`config.mk`:
```
export PLATFORM = sky130hd
export DESIGN_NAME = dmem_ctrl
export DESIGN_NICKNAME = d
export VERILOG_FILES = /design/src/rtl/dmem_ctrl.sv
export SDC_FILE = /design/constraint.sdc
export NUM_CORES = 1
export LEC_CHECK = 0
export BUFFER_PORTS_ARGS = -buffer_cell sky130_fd_sc_hd__buf_4
export CAP_MARGIN = 30
export CORE_MARGIN = 5
export CORE_UTILIZATION = 49
export DETAILED_ROUTE_END_ITERATION = 8
export PLACE_DENSITY = 0.81
export SLEW_MARGIN = 20
export SYNTH_ARGS = -nofsm -noshare
export SYNTH_HDL_FRONTEND = slang
export SYNTH_SLANG_ARGS = --single-unit
export TNS_END_PERCENT = 5
```
`constraint.sdc`:
```
create_clock -name clk -period 2.55 [get_ports clk]
set_input_delay 0.1275 -clock clk [delete_from_list [all_inputs] [get_ports clk]]
set_output_delay 0.1275 -clock clk [all_outputs]
set_load 0.03 [all_outputs]
```
`src/rtl/dmem_ctrl.sv`:
```
// MEM-stage data-memory controller: sequences loads/stores over a req/ack port,
// stalls the pipeline until completion and returns extended load data.
module dmem_ctrl #(
  parameter int unsigned TIMEOUT_CYCLES = 255
) (
  input  logic        clk,
  input  logic        rst,
  input  logic        mem_read,
  input  logic        mem_write,
  input  logic [2:0]  funct3,
  input  logic [31:0] addr,
  input  logic [31:0] wdata,
  input  logic        flush,
  output logic        stall,
  output logic        access_fault,
  output logic [31:0] load_data,
  output logic        load_valid,
  output logic        bus_err,
  output logic        dmem_req,
  output logic        dmem_we,
  output logic [31:0] dmem_addr,
  output logic [3:0]  dmem_wstrb,
  output logic [31:0] dmem_wdata,
  input  logic        dmem_ack,
  input  logic [31:0] dmem_rdata
);

  typedef enum logic [1:0] {IDLE, BUSY, DONE} state_t;

  localparam logic [7:0] CNT_LAST = 8'(TIMEOUT_CYCLES - 1);

  state_t      state_q, state_d;
  logic        is_load_q, is_load_d;
  logic [2:0]  f3_q, f3_d;
  logic [1:0]  off_q, off_d;
  logic [7:0]  cnt_q, cnt_d;
  logic [31:0] load_data_q, load_data_d;
  logic        load_valid_q, load_valid_d;
  logic        bus_err_q, bus_err_d;
  logic        req_q, req_d;
  logic        we_q, we_d;
  logic [31:0] daddr_q, daddr_d;
  logic [3:0]  wstrb_q, wstrb_d;
  logic [31:0] wdat_q, wdat_d;

  logic        access, legal_ld, legal_st, misaligned, fault, start;
  logic [3:0]  strb_fmt;
  logic [31:0] wdata_fmt;
  logic [7:0]  byte_v;
  logic [15:0] half_v;
  logic [31:0] ext_v;

  // Request decode and fault detection on the EX/MEM contents
  always_comb begin
    access     = (mem_read | mem_write) & ~flush;
    legal_ld   = (funct3 == 3'b000) | (funct3 == 3'b001) | (funct3 == 3'b010) |
                 (funct3 == 3'b100) | (funct3 == 3'b101);
    legal_st   = (funct3 == 3'b000) | (funct3 == 3'b001) | (funct3 == 3'b010);
    misaligned = ((funct3[1:0] == 2'b01) & addr[0]) |
                 ((funct3[1:0] == 2'b10) & (addr[1:0] != 2'b00));
    fault      = access & ((mem_read & ~legal_ld) | (mem_write & ~legal_st) |
                           misaligned | (mem_read & mem_write));
    start      = (state_q == IDLE) & access & ~fault;
  end

  assign stall        = start | (state_q == BUSY);
  assign access_fault = fault;

  always_comb begin
    strb_fmt  = 4'b1111;
    wdata_fmt = wdata;
    case (funct3[1:0])
      2'b00: begin
        strb_fmt  = 4'b0001 << addr[1:0];
        wdata_fmt = {4{wdata[7:0]}};
      end
      2'b01: begin
        strb_fmt  = 4'b0011 << addr[1:0];
        wdata_fmt = {2{wdata[15:0]}};
      end
      default: begin
        strb_fmt  = 4'b1111;
        wdata_fmt = wdata;
      end
    endcase
  end

  always_comb begin
    byte_v = dmem_rdata[8*off_q +: 8];
    half_v = dmem_rdata[16*off_q[1] +: 16];
    case (f3_q)
      3'b000:  ext_v = {{24{byte_v[7]}}, byte_v};
      3'b100:  ext_v = {24'd0, byte_v};
      3'b001:  ext_v = {{16{half_v[15]}}, half_v};
      3'b101:  ext_v = {16'd0, half_v};
      default: ext_v = dmem_rdata;
    endcase
  end

  always_comb begin
    state_d      = state_q;
    is_load_d    = is_load_q;
    f3_d         = f3_q;
    off_d        = off_q;
    cnt_d        = cnt_q;
    load_data_d  = load_data_q;
    load_valid_d = 1'b0;
    bus_err_d    = 1'b0;
    req_d        = req_q;
    we_d         = we_q;
    daddr_d      = daddr_q;
    wstrb_d      = wstrb_q;
    wdat_d       = wdat_q;
    case (state_q)
      IDLE: begin
        if (start) begin
          is_load_d = mem_read;
          f3_d      = funct3;
          off_d     = addr[1:0];
          cnt_d     = 8'd0;
          req_d     = 1'b1;
          we_d      = mem_write;
          daddr_d   = {addr[31:2], 2'b00};
          wstrb_d   = mem_write ? strb_fmt : 4'b0000;
          wdat_d    = mem_write ? wdata_fmt : 32'd0;
          state_d   = BUSY;
        end
      end
      BUSY: begin
        // Ack wins over a timeout landing in the same cycle
        if (dmem_ack) begin
          req_d        = 1'b0;
          load_valid_d = is_load_q;
          if (is_load_q) load_data_d = ext_v;
          state_d      = DONE;
        end else if (cnt_q == CNT_LAST) begin
          req_d       = 1'b0;
          bus_err_d   = 1'b1;
          load_data_d = 32'd0;
          state_d     = DONE;
        end else begin
          cnt_d = cnt_q + 8'd1;
        end
      end
      DONE:    state_d = IDLE;
      default: state_d = IDLE;
    endcase
  end

  always_ff @(posedge clk) begin
    if (rst) begin
      state_q      <= IDLE;
      is_load_q    <= 1'b0;
      f3_q         <= 3'd0;
      off_q        <= 2'd0;
      cnt_q        <= 8'd0;
      load_data_q  <= 32'd0;
      load_valid_q <= 1'b0;
      bus_err_q    <= 1'b0;
      req_q        <= 1'b0;
      we_q         <= 1'b0;
      daddr_q      <= 32'd0;
      wstrb_q      <= 4'd0;
      wdat_q       <= 32'd0;
    end else begin
      state_q      <= state_d;
      is_load_q    <= is_load_d;
      f3_q         <= f3_d;
      off_q        <= off_d;
      cnt_q        <= cnt_d;
      load_data_q  <= load_data_d;
      load_valid_q <= load_valid_d;
      bus_err_q    <= bus_err_d;
      req_q        <= req_d;
      we_q         <= we_d;
      daddr_q      <= daddr_d;
      wstrb_q      <= wstrb_d;
      wdat_q       <= wdat_d;
    end
  end

  assign load_data  = load_data_q;
  assign load_valid = load_valid_q;
  assign bus_err    = bus_err_q;
  assign dmem_req   = req_q;
  assign dmem_we    = we_q;
  assign dmem_addr  = daddr_q;
  assign dmem_wstrb = wstrb_q;
  assign dmem_wdata = wdat_q;

endmodule

```
=== Word-level counts from Yosys, hierarchy flattened ===
Index checks and enable logic that the tools add are counted.

* Register bits: 118
* Input bits: 105

* $add $sub $neg: 1
* Equality and inequality tests: 16
* Shift-type cells: 4
* Mux-type cells: 21
* Bitwise logic cells: 25
* Reductions and logical operators: 14

{| class="wikitable"
|+ Operators with widths
! cell !! number
|-
| 32-bit two-way mux || 4
|-
| 32-bit case mux with 4 select lines || 1
|-
| 32-bit case mux with 2 select lines || 1
|-
| 32-bit by 6-bit indexed part select with 16-bit output || 1
|-
| 32-bit by 6-bit indexed part select with 8-bit output || 1
|-
| 8-bit two-way mux || 3
|-
| 8-bit case mux with 2 select lines || 1
|-
| 3-bit equality test (second input constant) || 4
|-
| 1-bit OR || 10
|-
| 1-bit AND || 9
|-
| 8-bit by 1-bit adder with 8-bit output (second input constant) || 1
|-
| 8-bit equality test (second input constant) || 1
|-
| 4-bit case mux with 2 select lines || 1
|-
| 3-bit by 1-bit equality test with 1-bit output (second input constant) || 2
|-
| 3-bit logical NOT || 2
|-
| 2-bit two-way mux || 3
|-
| 2-bit inequality test (second input constant) || 3
|-
| 1-bit NOT || 6
|-
| 3-bit AND reduction || 2
|-
| 2-bit nonzero test || 3
|-
| 3-bit OR reduction || 2
|-
| 2-bit by 1-bit equality test with 1-bit output (second input constant) || 2
|-
| 2-bit logical NOT || 2
|-
| 1-bit two-way mux || 4
|-
| 11 further kinds || 12
|}

=== Depth between registers and ports, before layout ===
Gate-level depths: netlist of run 1.

* Depth in word-level cells: 15
* Mapped depth: 8
* Depth with buffers taken out: 6

=== Least setup slack after synthesis of run 1 ===
Ideal clock, no wire load.

* Kind: input -> output
* From: input funct3[0]
* To: output stall
* Arrival: 1865 ps
* Required time: 2423 ps
* Path slack: 557 ps
* Stages: 7
* Path buffers: 4
* Path through: clkbuf_2 or4_4 buf_6 a221o_1 clkbuf_1 buf_2 nand2_1

* Word-level cells in the longest chain between the ends: 14
* Elaborated cells between the ends (all ways): 25

{| class="wikitable"
|+ Ends and longest elaborated chain
! element !! RTL line !! text
|-
| start: declaration || 10 || <nowiki>input logic [2:0] funct3,</nowiki>
|-
| 3-bit by 1-bit equality test with 1-bit output or 3-bit logical NOT (tied branches) || 56, 58 ||
|-
| 1-bit OR (2 in series) || 56, 58 ||
|-
| 1-bit OR || 56 || <nowiki>legal_ld = (funct3 == 3'b000) | (funct3 == 3'b001) | (funct3 == 3'b010) |</nowiki>
|-
| 1-bit OR || 57 || <nowiki>(funct3 == 3'b100) | (funct3 == 3'b101);</nowiki>
|-
| 1-bit NOT || 61 || <nowiki>fault = access & ((mem_read & ~legal_ld) | (mem_write & ~legal_st) |</nowiki>
|-
| 1-bit AND || 61 ||
|-
| 1-bit OR || 61 ||
|-
| 1-bit OR (*) || 61 ||
|-
| 1-bit OR (*) || 62 || <nowiki>misaligned | (mem_read & mem_write));</nowiki>
|-
| 1-bit AND (*) || 61 ||
|-
| 1-bit NOT (*) || 63 || <nowiki>start = (state_q == IDLE) & access & ~fault;</nowiki>
|-
| 1-bit AND (*) || 63 ||
|-
| 1-bit OR (*) || 66 || <nowiki>assign stall = start | (state_q == BUSY);</nowiki>
|-
| end: declaration || 14 || <nowiki>output logic stall,</nowiki>
|}

Every way passes the cells marked *; elsewhere a longest branch is shown, timed or not.

=== Worst setup path in the final report of run 1 ===
Same ends and word-level chain as after synthesis.

==> run summary, run 1 <==
CP bufs+invs: 3
final setup skew: 0.0116 ns
Cells after Synth: 606
root buffer cell: clkbuf_8
Total Routed Length: 17,800 um
layout cell share with drive strength beyond 1: 0.319
Die Ht: 113 um
Iteration-0 DRC Markers: 480
P_leak: 3.44 nW
Clock Latency Late Sink: 0.52 ns
ys async rst share: 0
commonest non-fill, non-tap cell in the layout: buf_4
clk sink count: 118
gpl congestion: 0.917
synth-to-layout area growth: 55.9%
crit path max fanout: 15
min Tclk post-route: 2.45 ns
Post-CTS Resized: 0
vias per cell: 5.56
Worst setup startpoint: funct3[0]
Core Box Area: 10,400 um2
drt pass-1 iters: 6
vias in the first global route: 5,817
Critical Path Most Common Cell: buf_4
Setup WS pre-CTS: 0.435 ns
power per cell area: 619 nW/um2
post-synthesis sequential area ratio: 0.451
cell row count: 37
port bufs: 208
total number of vias: 5,648
delay-heaviest family, CP: buffers and inverters
CTS tree: done
worst endpoint data arrival time: 2.32 ns
worst vdd ir: 401 uV
IO Pins: 211
detailed placement HPWL: 11,700 um
post-synthesis register bit count: 118
GRT overflow: 0
Crit Path Category: primary input to primary output
DRC violations left: 0
Ys Warns: 0
EDFF count, synth: 0
Initial Utilization: 0.505
Worst Hold Class: primary input to flip-flop
final net count: 973
Tot GR Track Use: 0.275
Final Cycle Share: 0.960
CP endpoint kind: primary output
max cap viols: 0
Max Freq: 0.408 GHz
clk slew on worst S/H paths: 0.06 ns
Synth Cell Area: 5240 um2
largest net degree at the start of global routing: 88
Slowest Stage Delay on Critical Path: 0.59 ns
Layout Utilization: 0.788
Critical Path RT: 2.42 ns
Max-slew headroom: 0.391
most frequent cells in the layout: buf_4 (216), nand2_1 (122), dfxtp_1 (118)
hold path start: wdata[26]
Worst setup SP type: primary input
die width: 113 um
post-route ant nets: 0
worst slew pin tran: 0.913 ns
die footprint: 12,900 um2
Slew Viols, Final: 0
# setup viols final: 0
total CTS buffers: 17
TNS Setup: 0 ns
status: finished, final reports clean
final worst slack: 0.102 ns
unrepaired setup endpoints after global routing: no
Hold Violations, Final: 0
Most used DFF post-synth: dfxtp_1
crit path cell chain: dlygate4sd3_1 > buf_4 > or4_4 > a221o_2 > nand2_1 > buf_4
first-pass GRT wire length: 28,600 um
WL/cell: 17.5 um
CP max stage cell: or4_4
worst r2r src: cnt_q[0]$_SDFFE_PP0P_
fillers: 678
Avg Inst Size Synth: 8.65 um2
library cells used by synthesis: 57
clock tree buffer depth: 2
initial antenna violation count: 0
Max H-tree Level: 4
synth_stat cells, types with 3 or more instances:
cell type | number | area share
a21o_1 | 6 | 0.0086
a21oi_1 | 76 | 0.073
a221o_1 | 17 | 0.032
a221oi_1 | 7 | 0.012
a22o_1 | 3 | 0.0050
a31oi_1 | 4 | 0.0048
a32o_1 | 5 | 0.0095
buf_1 | 3 | 0.0021
buf_2 | 9 | 0.0086
buf_6 | 8 | 0.017
clkbuf_1 | 25 | 0.018
dfxtp_1 | 118 | 0.45
inv_1 | 6 | 0.0043
mux2_2 | 19 | 0.041
mux2i_1 | 15 | 0.029
nand2_1 | 122 | 0.087
nand2b_1 | 11 | 0.013
nand3_1 | 34 | 0.032
nor2_1 | 20 | 0.014
nor2b_1 | 5 | 0.0060
nor3b_1 | 9 | 0.013
o211ai_1 | 8 | 0.011
o21ai_0 | 23 | 0.022
o22ai_1 | 6 | 0.0072
or3b_2 | 3 | 0.0050
xor2_1 | 5 | 0.0084
cell families after synthesis:
group / Yosys count / share of synthesized area
adder cells (fa/ha/maj): 2 / 0.00477
AO/OA/AOI/OAI: 172 / 0.218
flip-flops: 118 / 0.451
AND/OR/NAND/NOR: 218 / 0.191
XOR/XNOR: 6 / 0.0100
multiplexers: 34 / 0.0695
buffers and inverters: 55 / 0.0547
other: 1 / 0.000715
routing by layer:
layer / vias up / global-route usage / part of all wire
met2: 273 / 0.470 / 0.50
met4: 0 / 0.145 / 0.038
met1: 2645 / 0.298 / 0.38
met5: - / 0 / 0
li1: 2681 / - / -
met3: 49 / 0.0987 / 0.085
final cells by class:
type | instances | area (um2) | area share
clock buffer | 22 | 483 | 0.0591
sequential | 118 | 2360 | 0.289
tap | 136 | 170 | 0.0208
clock inverter | 10 | 168 | 0.0205
timing repair buffer | 288 | 2360 | 0.289
multi-input combinational | 434 | 2600 | 0.318
inverter | 7 | 26.3 | 0.00322
antenna | 1 | 2.50 | 0.000306
through the flow:
step           hold WS, ns  power [mW]  area (um2)  std cells
3_5_place_dp         0.366        2.42        6820        913
5_1_grt             0.0240        5.23        8170       1015
4_1_cts             0.0149        5.07        8170       1015
3_3_place_gp         0.366        2.41        6820        913
6_report            0.0211        5.06        8170       1016
2_1_floorplan        0.241        2.19        5250        607
sequential cells by signal (all words and copies together) (netlist names):
name,flops
dmem_addr,30
cnt_q,8
load_data,32
dmem_wstrb,4
off_q,2
dmem_wdata,32
bus_err,1
f3_q,3
dmem_req,1
state_q,2
load_valid,1
dmem_we,1
is_load_q,1
final timing paths:
kind	end	slack, ns	cells past startpoint
setup reg to reg	load_data[17]$_SDFFE_PP0P_	0.50	7
hold / removal	dmem_wdata[26]$_SDFFE_PP0P_	0.02	5
hold reg to reg	dmem_wdata[13]$_SDFFE_PP0P_	0.46	2
setup / recovery	stall	0.10	6
power by group:
part	switching [mW]	internal [mW]	leakage, nW	total, mW
Combinational	0.300	0.293	2.18	0.593
Clock	0.856	1.72	0.306	2.58
Sequential	0.0190	1.87	0.953	1.89
Total	1.18	3.89	3.44	5.06
timing repair:
action,CTS,global route
endpoints found under the setup margin,0,0
buffers inserted,0,0
hold buffers,70,0
hold endpoints to repair,73,0
worst min-delay path, cell delays in order:
cell and delay [ns]:
buf_4 0.08, nand2_1 0.05, o21ai_0 0.06, nand3_1 0.07, a21oi_1 0.11
(Power assumes the default switching activity.)
==> run 2: changes to the inputs <==
--- a/config.mk
+++ b/config.mk
@@ -10,7 +10,7 @@
 export CORE_MARGIN = 5
 export CORE_UTILIZATION = 49
 export DETAILED_ROUTE_END_ITERATION = 8
-export PLACE_DENSITY = 0.81
+export PLACE_DENSITY = 0.89
 export SLEW_MARGIN = 20
 export SYNTH_ARGS = -nofsm -noshare
 export SYNTH_HDL_FRONTEND = slang
==> run 2 against run 1 <==
Routed wire length increased by 4.4%. Sequential cell count unchanged. Register-to-register slack lost 0.14 ns. Worst hold slack better by 0.012 ns. Cell area shrank 0.70%. First-iteration DRC count rose by 31%. Clock skew is 0.0036 ns higher. Worst setup slack improved by 0.027 ns.
==> run summary, run 2 (synthesis gave the netlist of run 1 again) <==
status: finished, final reports clean
Clock Latency Late Sink: 0.51 ns (about the same)
Critical Path RT: 2.93 ns (+0.51 ns)
vias in the first global route: 5,727 (-1.5%)
met1 Resource Use GR: 0.306 (+0.00740)
crit path max fanout: 28 (+13)
TNS Setup: 0 ns (unchanged)
root buffer cell: clkbuf_8
final net count: 974 (+0.10%)
worst slew pin tran: 0.921 ns (+0.00769 ns)
IO Pins: 211 (unchanged)
CP endpoint kind: flip-flop
Initial Utilization: 0.505 (unchanged)
Post-CTS Resized: 0 (unchanged)
detailed placement HPWL: 11,800 um (+0.46%)
clk slew on worst S/H paths: 0.06 ns (about the same)
initial antenna violation count: 1 (+1)
Iteration-0 DRC Markers: 630 (+31%)
unrepaired setup endpoints after global routing: no
largest net degree at the start of global routing: 88 (unchanged)
fillers: 665 (-1.9%)
most frequent cells in the layout: buf_4 (217), nand2_1 (122), dfxtp_1 (118)
final setup skew: 0.0152 ns (+0.00358 ns)
Die Ht: 113 um (unchanged)
drt pass-1 iters: 6 (unchanged)
worst vdd ir: 373 uV (-6.9%)
CTS tree: done
min Tclk post-route: 2.42 ns (-0.0266 ns)
layout cell share with drive strength beyond 1: 0.320 (+0.00191)
routing usage on met3: 0.0753 (-0.0233)
# setup viols final: 0 (unchanged)
power per cell area: 588 nW/um2 (-5.0%)
max cap viols: 0 (unchanged)
synth-to-layout area growth: 54.8%
Slew Viols, Final: 0 (unchanged)
busiest grt layer: met2
worst endpoint data arrival time: 2.80 ns (+0.48 ns)
gpl congestion: 0.851 (-7.1%)
Worst setup SP type: primary input
DRC violations left: 0 (unchanged)
Max-slew headroom: 0.386 (-0.00512)
total CTS buffers: 17 (unchanged)
GRT overflow: 0 (unchanged)
Final Cycle Share: 0.950 (-0.0104)
total number of vias: 5,857 (+3.7%)
worst hold slack: 0.0334 ns (+0.0123 ns)
met2 Usage GRT: 0.498 (+0.0280)
Max H-tree Level: 4 (unchanged)
Core Box Area: 10,400 um2 (unchanged)
die footprint: 12,900 um2 (unchanged)
Hold Violations, Final: 0 (unchanged)
WL/cell: 18.3 um (+4.3%)
first-pass GRT wire length: 29,100 um (+1.8%)
cell row count: 37 (unchanged)
Max Freq: 0.413 GHz (+1.1%)
die width: 113 um (unchanged)
post-route ant nets: 0 (unchanged)
P_leak: 3.41 nW (-0.62%)
vias per cell: 5.76 (+3.6%)
Tot GR Track Use: 0.280 (+0.00462)
commonest non-fill, non-tap cell in the layout: buf_4
clk sink count: 118 (unchanged)
Worst Hold Class: primary input to flip-flop
Total Routed Length: 18,600 um (+4.4%)
port bufs: 208 (unchanged)
clock tree buffer depth: 2 (unchanged)
Crit Path Category: primary input to flip-flop
## run 2: changes by cell type in the layout (fill, tap and decap cells not counted), moves of 3 or more
cell,change
bufinv_16,-3
clkbuf_8,-4
clkinv_4,+3
inv_6,+4
## run 2: layout make-up
| cell class | count | area, um2 | share of cell area |
|---|---|---|---|
| well taps | 136 | 170 | 0.0210 |
| repair buffers | 289 | 2380 | 0.294 |
| clock inverters | 14 | 143 | 0.0176 |
| clock buffers | 18 | 428 | 0.0527 |
| inverters | 7 | 26.3 | 0.00324 |
| diodes | 1 | 2.50 | 0.000308 |
| flip-flops and latches | 118 | 2360 | 0.291 |
| multi-input cells | 434 | 2600 | 0.320 |
## run 2: final timing paths
path                                                    end                   startpoint  cells past startpoint  slack [ns]
worst min-delay path            dmem_wdata[25]$_SDFFE_PP0P_                    wdata[25]                      5        0.03
worst min register to register  dmem_wdata[10]$_SDFFE_PP0P_  dmem_wdata[10]$_SDFFE_PP0P_                      2        0.46
worst max register to register         dmem_we$_SDFFE_PP0P_      state_q[0]$_SDFFE_PP0P_                      5        0.36
worst max-delay path                   dmem_we$_SDFFE_PP0P_                    funct3[0]                      7        0.13
## run 2: power breakdown
part	switching, mW	internal (mW)	leakage [nW]
combinational	0.304	0.295	2.19
clock	0.938	1.34	0.271
sequential	0.0219	1.87	0.953
## run 2: per-layer routing
layer | vias up | part of all wire
met5 | - | 0
met4 | 0 | 0.038
met3 | 57 | 0.088
met2 | 343 | 0.51
met1 | 2767 | 0.36
li1 | 2690 | -
## run 2: critical path, cell delays in order
cell	delay [ns]
dlygate4sd3_1	0.54
buf_4	0.21
or4_4	0.58
a221oi_4	0.37
buf_12	0.23
a2111oi_0	0.12
dlygate4sd3_1	0.62
## run 2: what timing repair did
item                                    CTS  global route
endpoints found under the setup margin    0             1
hold buffers                             69             0
endpoints found under the hold margin    71             0
buffers inserted                          0             1
## run 2: metrics by stage
| stage | area (um2) | worst slack, ns | total power, mW | util | cells |
|---|---|---|---|---|---|
| after floorplan | 5250 | 0.557 | 2.19 | - | 607 |
| after global placement | 6820 | 0.527 | 2.41 | 0.657 | 913 |
| after detailed placement | 6820 | 0.438 | 2.42 | 0.657 | 913 |
| after CTS | 8080 | 0.119 | 4.78 | 0.779 | 1014 |
| after global routing | 8110 | 0.0718 | 4.94 | 0.782 | 1017 |
| final | 8110 | 0.128 | 4.77 | 0.782 | 1017 |
